--- src/rtl/inst_sram_resp_pkg.sv ---
// Shared constants and FSM encoding for the instruction-SRAM fetch responder.
package inst_sram_resp_pkg;

  localparam logic [31:0] INST_RESET_ADDR = 32'hbfc00000;
  localparam int unsigned LINE_WORDS_DEF  = 4;

  typedef enum logic [1:0] {
    StIdle = 2'd0,
    StReq  = 2'd1,
    StFill = 2'd2,
    StResp = 2'd3
  } fetch_state_e;

endpackage

--- src/rtl/inst_sram_resp_if.sv ---
// Fetch-side and refill-side signals of the instruction-SRAM responder.
interface inst_sram_resp_if;

  logic        inst_sram_en;
  logic [31:0] inst_sram_addr;
  logic [31:0] inst_sram_rdata;
  logic        inst_rvalid;
  logic        inst_stall;
  logic        flush;
  logic        mem_req;
  logic [31:0] mem_addr;
  logic        mem_ack;
  logic        mem_rvalid;
  logic [31:0] mem_rdata;
  logic        mem_rlast;

  modport slave (
    input  inst_sram_en, inst_sram_addr, flush, mem_ack, mem_rvalid, mem_rdata, mem_rlast,
    output inst_sram_rdata, inst_rvalid, inst_stall, mem_req, mem_addr
  );

  modport master (
    output inst_sram_en, inst_sram_addr, flush, mem_ack, mem_rvalid, mem_rdata, mem_rlast,
    input  inst_sram_rdata, inst_rvalid, inst_stall, mem_req, mem_addr
  );

endinterface

--- src/rtl/inst_line_buf.sv ---
// Single line buffer: LINE_WORDS x 32 data, one tag, one valid bit and a hit comparator.
module inst_line_buf #(
  parameter int unsigned LINE_WORDS = 4,
  localparam int unsigned IdxW = $clog2(LINE_WORDS),
  localparam int unsigned TagW = 30 - IdxW
) (
  input  logic            clk,
  input  logic            resetn,
  input  logic            i_wr_en,
  input  logic [IdxW-1:0] i_wr_idx,
  input  logic [31:0]     i_wr_data,
  input  logic            i_tag_ld,
  input  logic [TagW-1:0] i_tag,
  input  logic            i_set_valid,
  input  logic            i_clr_valid,
  input  logic [TagW-1:0] i_lk_tag,
  input  logic [IdxW-1:0] i_rd_idx,
  output logic [31:0]     o_rd_data,
  output logic            o_hit,
  output logic [TagW-1:0] o_tag
);

  logic [31:0]     r_line [LINE_WORDS];
  logic [TagW-1:0] r_tag;
  logic            r_valid;

  always_ff @(posedge clk or negedge resetn) begin
    if (!resetn) begin
      for (int i = 0; i < int'(LINE_WORDS); i++) r_line[i] <= '0;
      r_tag   <= '0;
      r_valid <= 1'b0;
    end else begin
      if (i_wr_en) r_line[i_wr_idx] <= i_wr_data;
      if (i_tag_ld) r_tag <= i_tag;
      if (i_set_valid) r_valid <= 1'b1;
      else if (i_clr_valid) r_valid <= 1'b0;
    end
  end

  assign o_rd_data = r_line[i_rd_idx];
  assign o_hit     = r_valid && (r_tag == i_lk_tag);
  assign o_tag     = r_tag;

endmodule

--- src/rtl/inst_sram_resp.sv ---
// Instruction-SRAM responder: serves hits from one line buffer, refills the line on a miss.
module inst_sram_resp
  import inst_sram_resp_pkg::*;
#(
  parameter int unsigned LINE_WORDS = LINE_WORDS_DEF,
  parameter logic [31:0] RESET_ADDR = INST_RESET_ADDR
) (
  input logic              clk,
  input logic              resetn,
  inst_sram_resp_if.slave  bus
);

  localparam int unsigned IdxW = $clog2(LINE_WORDS);
  localparam int unsigned TagW = 30 - IdxW;

  if (RESET_ADDR[1:0] != 2'b00 || LINE_WORDS < 2 || LINE_WORDS > 16 ||
      (LINE_WORDS & (LINE_WORDS - 1)) != 0) begin : g_param_err
    $error("inst_sram_resp: bad LINE_WORDS or misaligned RESET_ADDR");
  end

  fetch_state_e    r_state, w_state_d;
  logic [IdxW-1:0] r_cnt, w_cnt_d, r_idx, w_idx_d;
  logic            r_flushed, w_flushed_d, r_rvalid, w_rvalid_d;
  logic [31:0]     r_rdata, w_rdata_d;

  logic [TagW-1:0] w_lk_tag, w_tag;
  logic [IdxW-1:0] w_lk_idx, w_rd_idx;
  logic [31:0]     w_rd_data;
  logic            w_tag_hit, w_hit, w_beat, w_last, w_stall;
  logic            w_wr_en, w_tag_ld, w_set_valid, w_clr_valid;

  assign w_lk_tag = bus.inst_sram_addr[31:IdxW+2];
  assign w_lk_idx = bus.inst_sram_addr[IdxW+1:2];
  assign w_rd_idx = (r_state == StIdle) ? w_lk_idx : r_idx;
  assign w_hit    = w_tag_hit && !bus.flush;
  // The first beat may arrive together with the ack.
  assign w_beat   = bus.mem_rvalid &&
                    (r_state == StFill || (r_state == StReq && bus.mem_ack));
  assign w_last   = bus.mem_rlast || (r_cnt == IdxW'(LINE_WORDS - 1));

  inst_line_buf #(
    .LINE_WORDS (LINE_WORDS)
  ) u_line_buf (
    .clk         (clk),
    .resetn      (resetn),
    .i_wr_en     (w_wr_en),
    .i_wr_idx    (r_cnt),
    .i_wr_data   (bus.mem_rdata),
    .i_tag_ld    (w_tag_ld),
    .i_tag       (w_lk_tag),
    .i_set_valid (w_set_valid),
    .i_clr_valid (w_clr_valid),
    .i_lk_tag    (w_lk_tag),
    .i_rd_idx    (w_rd_idx),
    .o_rd_data   (w_rd_data),
    .o_hit       (w_tag_hit),
    .o_tag       (w_tag)
  );

  always_comb begin
    w_state_d   = r_state;
    w_cnt_d     = r_cnt;
    w_idx_d     = r_idx;
    w_flushed_d = r_flushed | bus.flush;
    w_rvalid_d  = 1'b0;
    w_rdata_d   = r_rdata;
    w_stall     = 1'b0;
    w_wr_en     = 1'b0;
    w_tag_ld    = 1'b0;
    w_set_valid = 1'b0;
    w_clr_valid = bus.flush;
    unique case (r_state)
      StIdle: begin
        if (bus.inst_sram_en) begin
          if (w_hit) begin
            w_rvalid_d = 1'b1;
            w_rdata_d  = w_rd_data;
          end else begin
            w_stall     = 1'b1;
            w_tag_ld    = 1'b1;
            w_idx_d     = w_lk_idx;
            w_clr_valid = 1'b1;
            w_flushed_d = 1'b0;
            w_cnt_d     = '0;
            w_state_d   = StReq;
          end
        end
      end
      StReq: begin
        w_stall = 1'b1;
        if (bus.mem_ack) w_state_d = StFill;
      end
      StFill: w_stall = 1'b1;
      StResp: w_state_d = StIdle;
      default: w_state_d = StIdle;
    endcase
    if (w_beat) begin
      w_wr_en = 1'b1;
      w_cnt_d = r_cnt + 1'b1;
      if (w_last) begin
        w_cnt_d     = '0;
        w_state_d   = StResp;
        // A flush during refill still answers the stalled request but leaves the line invalid.
        w_set_valid = !(r_flushed || bus.flush);
        w_rvalid_d  = 1'b1;
        w_rdata_d   = (r_idx == r_cnt) ? bus.mem_rdata : w_rd_data;
      end
    end
  end

  always_ff @(posedge clk or negedge resetn) begin
    if (!resetn) begin
      r_state   <= StIdle;
      r_cnt     <= '0;
      r_idx     <= '0;
      r_flushed <= 1'b0;
      r_rvalid  <= 1'b0;
      r_rdata   <= '0;
    end else begin
      r_state   <= w_state_d;
      r_cnt     <= w_cnt_d;
      r_idx     <= w_idx_d;
      r_flushed <= w_flushed_d;
      r_rvalid  <= w_rvalid_d;
      r_rdata   <= w_rdata_d;
    end
  end

  assign bus.inst_stall      = w_stall;
  assign bus.inst_rvalid     = r_rvalid;
  assign bus.inst_sram_rdata = r_rdata;
  assign bus.mem_req         = (r_state == StReq);
  assign bus.mem_addr        = (r_state == StReq) ? {w_tag, {(IdxW + 2){1'b0}}} : 32'h0;

endmodule
--- src/flat_wrapper.sv ---
// flat-port wrapper written by rule: the top's interface ports become plain ports
module inst_sram_resp_flat import inst_sram_resp_pkg::*;
#(
  parameter int unsigned LINE_WORDS = LINE_WORDS_DEF,
  parameter logic [31:0] RESET_ADDR = INST_RESET_ADDR
)
  (clk, resetn, bus_inst_sram_en, bus_inst_sram_addr, bus_flush, bus_mem_ack, bus_mem_rvalid, bus_mem_rdata, bus_mem_rlast, bus_inst_sram_rdata, bus_inst_rvalid, bus_inst_stall, bus_mem_req, bus_mem_addr);
  inst_sram_resp_if bus_i ();
  input logic clk;
  input logic resetn;
  input wire logic [$bits(bus_i.inst_sram_en)-1:0] bus_inst_sram_en;
  input wire logic [$bits(bus_i.inst_sram_addr)-1:0] bus_inst_sram_addr;
  input wire logic [$bits(bus_i.flush)-1:0] bus_flush;
  input wire logic [$bits(bus_i.mem_ack)-1:0] bus_mem_ack;
  input wire logic [$bits(bus_i.mem_rvalid)-1:0] bus_mem_rvalid;
  input wire logic [$bits(bus_i.mem_rdata)-1:0] bus_mem_rdata;
  input wire logic [$bits(bus_i.mem_rlast)-1:0] bus_mem_rlast;
  output wire logic [$bits(bus_i.inst_sram_rdata)-1:0] bus_inst_sram_rdata;
  output wire logic [$bits(bus_i.inst_rvalid)-1:0] bus_inst_rvalid;
  output wire logic [$bits(bus_i.inst_stall)-1:0] bus_inst_stall;
  output wire logic [$bits(bus_i.mem_req)-1:0] bus_mem_req;
  output wire logic [$bits(bus_i.mem_addr)-1:0] bus_mem_addr;
  assign bus_i.inst_sram_en = bus_inst_sram_en;
  assign bus_i.inst_sram_addr = bus_inst_sram_addr;
  assign bus_i.flush = bus_flush;
  assign bus_i.mem_ack = bus_mem_ack;
  assign bus_i.mem_rvalid = bus_mem_rvalid;
  assign bus_i.mem_rdata = bus_mem_rdata;
  assign bus_i.mem_rlast = bus_mem_rlast;
  assign bus_inst_sram_rdata = bus_i.inst_sram_rdata;
  assign bus_inst_rvalid = bus_i.inst_rvalid;
  assign bus_inst_stall = bus_i.inst_stall;
  assign bus_mem_req = bus_i.mem_req;
  assign bus_mem_addr = bus_i.mem_addr;
  inst_sram_resp #(.LINE_WORDS(LINE_WORDS), .RESET_ADDR(RESET_ADDR)) u_core (.clk(clk), .resetn(resetn), .bus(bus_i));
endmodule
--- config.mk ---
export PLATFORM = sky130hd
export DESIGN_NAME = inst_sram_resp_flat
export DESIGN_NICKNAME = d
export VERILOG_FILES = /design/src/rtl/inst_sram_resp_pkg.sv /design/src/rtl/inst_sram_resp_if.sv /design/src/rtl/inst_line_buf.sv /design/src/rtl/inst_sram_resp.sv /design/src/flat_wrapper.sv
export SDC_FILE = /design/constraint.sdc
export NUM_CORES = 1
export LEC_CHECK = 0
export CORE_UTILIZATION = 25
export DETAILED_ROUTE_END_ITERATION = 8
export DONT_BUFFER_PORTS = 1
export SLEW_MARGIN = 20
export SYNTH_ARGS = -nofsm -noshare
export SYNTH_HDL_FRONTEND = slang
export SYNTH_SLANG_ARGS = --single-unit
--- constraint.sdc ---
create_clock -name clk -period 3.63 [get_ports clk]
set_input_delay 1.089 -clock clk [delete_from_list [all_inputs] [get_ports clk]]
set_output_delay 1.089 -clock clk [all_outputs]
set_load 0.02 [all_outputs]
======== Word-level counts from Yosys, hierarchy flattened ========
Index checks and enable logic that the tools add are counted.
storage, ports and cells
  flip-flop bits (word level) ............. 197
  bits of input ports ..................... 71
  output and inout port bits .............. 67
  logic and storage cells ................. 89
cells by class
  add/sub/neg operators ................... 1
  order comparisons ....................... 3
  eq/ne operators ......................... 7
  multiplexer cells ....................... 45
  bitwise gates (word level) .............. 4
  reductions and logical operators ........ 17
operator list
  cell                                                  count
  2-to-1 mux 32 bit                                     10
  bitwise mux 128 bit                                   1
  binary-select mux 32 bit (select 2 bit)               1
  demux 32 bit (select 2 bit)                           1
  equality test 28 bit                                  1
  2-to-1 mux 2 bit                                      11
  2-to-1 mux 1 bit                                      19
  equality test 2 bit (second input constant)           3
  >= comparator 3 bit (second input constant)           2
  NOT 2 -> 3 bit                                        2
  case mux 2 bit (3 select lines)                       1
  AND reduction 3 bit                                   2
  nonzero test 2 bit                                    3
  logical AND 1 bit                                     5
  logical OR 1 bit                                      3
  < comparator 3 x 1 -> 1 bit (second input constant)   1
  adder 2 x 1 -> 2 bit (second input constant)          1
  equality test 2 x 1 -> 1 bit (second input constant)  1
  equality test 2 bit                                   1
  zero test 1 bit                                       2
  zero test 2 bit                                       1
  != test 2 bit (second input constant)                 1
  case mux 1 bit (2 select lines)                       1
  OR reduction 2 bit                                    1
  2 further kinds                                       2

======== Depth between registers and ports, before layout ========
  depth in word-level cells ............... 11
  gate-level depth with buffers ........... 9

======== Cells and area by module ========
Synthesis repeated with hierarchy kept, for this count alone.
unflattened totals
  cell total of the unflattened synthesis .. 615
  area, all modules ....................... 9083.7 µm²
by module, submodules not included
  module          times used  cells each  area an instance (µm²)  sequential area each (µm²)
  inst_line_buf   1           411         6874.1                  3928.8
  inst_sram_resp  1           204         2209.6                  1001.0

======== Least setup slack after synthesis ========
Ideal clock, no wire load.
  path type ............................... input to output
  start ................................... input bus_inst_sram_addr[26]
  end ..................................... output bus_inst_stall
  arrival time ............................ 2.633 ns
  data required time ...................... 2.541 ns
  path slack .............................. -0.092 ns
  cell stages on the path ................. 7
  cell sequence ........................... xor2_1 > nor4_2 > nand4_2 > nor4_2 > nor2_1 > buf_2 > o21ba_1
on the way
  word-level cells in the longest chain between the ends .. 6
RTL lines
  element                          line                  source
  from (decl)                      flat_wrapper.sv:12    input wire logic [$bits(bus_i.inst_sram_addr)-1:0] bus_inst_sram_addr;
  equality test 28 bit             inst_line_buf.sv:41   assign o_hit = r_valid && (r_tag == i_lk_tag);
  logical AND 1 bit                inst_line_buf.sv:41
  logical AND 1 bit                inst_sram_resp.sv:35  assign w_hit = w_tag_hit && !bus.flush;
  2-to-1 mux 1 bit                 inst_sram_resp.sv:75  if (w_hit) begin
  2-to-1 mux 1 bit                 inst_sram_resp.sv:74  if (bus.inst_sram_en) begin
  case mux 1 bit (2 select lines)  inst_sram_resp.sv:72  unique case (r_state)
  to (decl)                        flat_wrapper.sv:20    output wire logic [$bits(bus_i.inst_stall)-1:0] bus_inst_stall;
Every way passes these cells.

======== Worst setup path after layout ========
  start ................................... input bus_inst_sram_addr[28]
  end ..................................... output bus_inst_stall
The elaborated chain is that of the path after synthesis.

==> results.yml <==
job:
  max_cap_viol_count: 0
detailed_routing:
  drc: 0
  drt_iter0_markers: 172
  antenna_left: 0
  drt-met1-wl_um: 9970
  via_per_inst: 4.47
  dr_wl_met3_um: 1310
  highest_layer: "met4"
  wl_met2_um: 9920
  first_pass_iters: 4
  routed_wirelength_um: 21500
  vias: 5322
  routedWlPerCell_um: 18.0
logic_synthesis:
  synthFlopType: "dfrtp_1"
  yosys-top-cells-count: "dfrtp_1, mux2_2, nand2_1"
  synth.top_cell.area_share_pct: 52.0
  synth_edf_count: 0
  async_flop_share_pct: 100
  synth.distinct_cells: 37
  synth_most_common_cell: "dfrtp_1"
  syn_area_mm2: 0.00948
  syn_area_per_cell_um2: 14.0
  syn_inst: 678
  ys_ff_latch: 197
  yosys.area.top_type: "dfrtp_1"
  yosysWarnings: 0
  synthTopCellsByArea: "dfrtp_1, mux2_2, mux4_2"
  ys_seq_area_share_pct: 52.0
floorplanning:
  rows: 70
  die_height_um: 197
  core_mm2: 0.0370
  start_util_pct: 25.7
  fp.dieArea_mm2: 0.0387
  die_w_um: 197
  io_pins: 138
critical_path:
  worst-path-max-fanout: 2
  worstPathArrival_ns: 2.41
  worstPathRequired_ns: 2.54
  critPathKind: "in -> out"
  endpoint_kind: "output port"
  startpoint_type: "input port"
cts:
  root_buffer: "clkbuf_16"
  cts_buffers: 17
  cts_tree: "yes"
  cts_hold_repair.buffers: 0
  clkTransAtPathRegs_ns: 0.08
  cts_buffer_depth: 2
  clock_latency_ns: 0.44
  cts-htree-levels: 4
  cts.sink_count: 197
timing:
  fmax_ghz: 0.286
  fin_setup_tns_ns: 0
  fin_crit_ns: 3.49
  rsz0062_at_grt: "false"
  hold_viol: 0
  max_slew_margin_pct: 30.6
  worst_slew_pin_slew_ns: 1.04
  finalCritPeriodShare_pct: 96.3
  clock_skew_ns: 0.0155
  finalSetupViolCount: 0
  slew_violations: 0
power:
  vdd_drop_max_mv: 0.540
  p_leak_uw: 0.00456
  intPower_uw: 6200
  pwr-share-comb_pct: 38.8
  p_sw_uw: 3290
  cellPowerDensity_mw_per_mm2: 880
  swShare_pct: 34.7
  seqPwrFrac_pct: 40.4
  fin_total_pwr_uw: 9490
  p_clk_share_pct: 20.8
min_path:
  hold_class: "in -> async"
finish:
  layout.nets: 754
  final_util_pct: 29.2
  syn_to_final_growth_pct: 13.8
  num_antenna_cells: 0
  stdcell_count: 1191
  drive_above_1_share_pct: 36.7
global_route:
  antenna_found_initial: 1
  first_global_vias: 5724
  grt_max_degree: 198
  grt.total_usage_pct: 11.6
  grt_pass1_wl_um: 33600
  gr-total-overflow: 0
outcome:
  status: "completed"
place:
  portBuffers: 0
  place_inst: 1159
  gp_congestion: 0.704
  dpl.hpwl_um: 13000
-- final timing paths --
kind                                        startpoint                                       end  slack (ns)  cells after the start
max                             bus_inst_sram_addr[28]                            bus_inst_stall        0.14                      7
min                                             resetn   u_core.u_line_buf.o_tag[15]$_DFFE_PN0P_        0.34                      0
max reg2reg                u_core.r_state[0]$_DFF_PN0_  u_core.bus.inst_sram_rdata[11]$_DFF_PN0_        0.90                      8
min reg2reg                 u_core.r_flushed$_DFF_PN0_                u_core.r_flushed$_DFF_PN0_        0.49                      2
max in group asynchronous                       resetn  u_core.u_line_buf.r_line[51]$_DFFE_PN0P_        2.70                      0
min in group clk            u_core.r_flushed$_DFF_PN0_                u_core.r_flushed$_DFF_PN0_        0.49                      2
-- worst max-delay path, stage by stage --
cell and delay, ns:
xor2_1 0.16, nor4_2 0.29, buf_4 0.16, nand4_1 0.15, nor4_4 0.24, nor2_2 0.06, o21ba_1 0.26
-- layout make-up --
| type | count | area [um^2] |
|---|---|---|
| Timing Repair Buffer | 15 | 200 |
| Tap cell | 504 | 631 |
| Clock buffer | 21 | 460 |
| Fill cell | 3792 | 26200 |
| Clock inverter | 11 | 139 |
| Multi-Input combinational cell | 438 | 4410 |
| Sequential cell | 197 | 4930 |
| Inverter | 5 | 18.8 |
-- layout by cell type (no fill, tap or decap), types with 2 or more instances in the layout --
cell type   count
a21oi_1         2
and2_1         30
buf_12          7
buf_4           8
bufinv_16       2
clkbuf_1        2
clkbuf_16      17
clkbuf_8        2
clkinv_4        2
clkinvlp_4      2
conb_1          4
dfrtp_1       197
ha_1            9
inv_1           5
inv_6           4
mux2_1         30
mux2_2        160
mux2i_1        32
mux2i_4         2
mux4_2         32
nand2_1        34
nand2_2         5
nand3_1         4
nor2_1          5
nor2b_1         2
nor4_1          3
nor4_2          3
nor4_4          2
o21ai_0         2
o21ai_1        32
o31ai_1         3
xnor2_1         6
xor2_1         24
-- per-stage QoR --
stage | setup slack [ns] | hold slack, ns | instance area [um^2]
after detailed placement | 0.0625 | 0.477 | 10200
after global placement | 0.0531 | 0.470 | 10200
final | 0.135 | 0.336 | 10800
after CTS | 0.0632 | 0.290 | 10800
after floorplan | -0.00907 | 0.454 | 9510
after global routing | 0.00109 | 0.289 | 10800
-- cell families (layout without fill, tap and decap cells) --
kind of cell / count (synthesis) / count (layout) / share of synthesized area (%)
buffers and inverters: 46 / 52 / 2.35
adders and majority gates: 9 / 9 / 1.19
other: 1 / 4 / 0.0395
DFF: 197 / 197 / 52.0
muxes: 256 / 256 / 33.8
AOI/OAI and AO/OA: 44 / 44 / 2.57
xor gates and xnor gates: 30 / 30 / 2.77
and+or+nand+nor: 95 / 95 / 5.34
-- registers in the layout, indices dropped and copies added (netlist names) --
| name | count |
|---|---|
| u_core.u_line_buf.r_line | 128 |
| u_core.bus.inst_sram_rdata | 32 |
| u_core.u_line_buf.o_tag | 28 |
| u_core.r_cnt | 2 |
| u_core.r_idx | 2 |
| u_core.r_state | 2 |
| u_core.bus.inst_rvalid | 1 |
| u_core.r_flushed | 1 |
| u_core.u_line_buf.r_valid | 1 |
-- layer usage --
| layer | track usage, % | vias up |
|---|---|---|
| met5 | 0 | - |
| met4 | 3.62 | 0 |
| met1 | 14.8 | 2761 |
| li1 | - | 2424 |
| met3 | 3.73 | 13 |
| met2 | 18.4 | 124 |
-- power groups by stage --
stage	registers [uW]	clock network, uW	logic [uW]
final	3830	1970	3690
after global routing	3950	2140	4050
after CTS	3830	2060	3770
after detailed placement	3880	0	3760
after global placement	3830	0	3690
after floorplan	3690	0	3030
-- timing repair --
| action | in CTS | in global routing |
|---|---|---|
| gates resized for setup | 0 | 2 |
| endpoints found under the setup margin | 0 | 1 |
| setup buffers | 0 | 0 |
(Power assumes the default switching activity.)
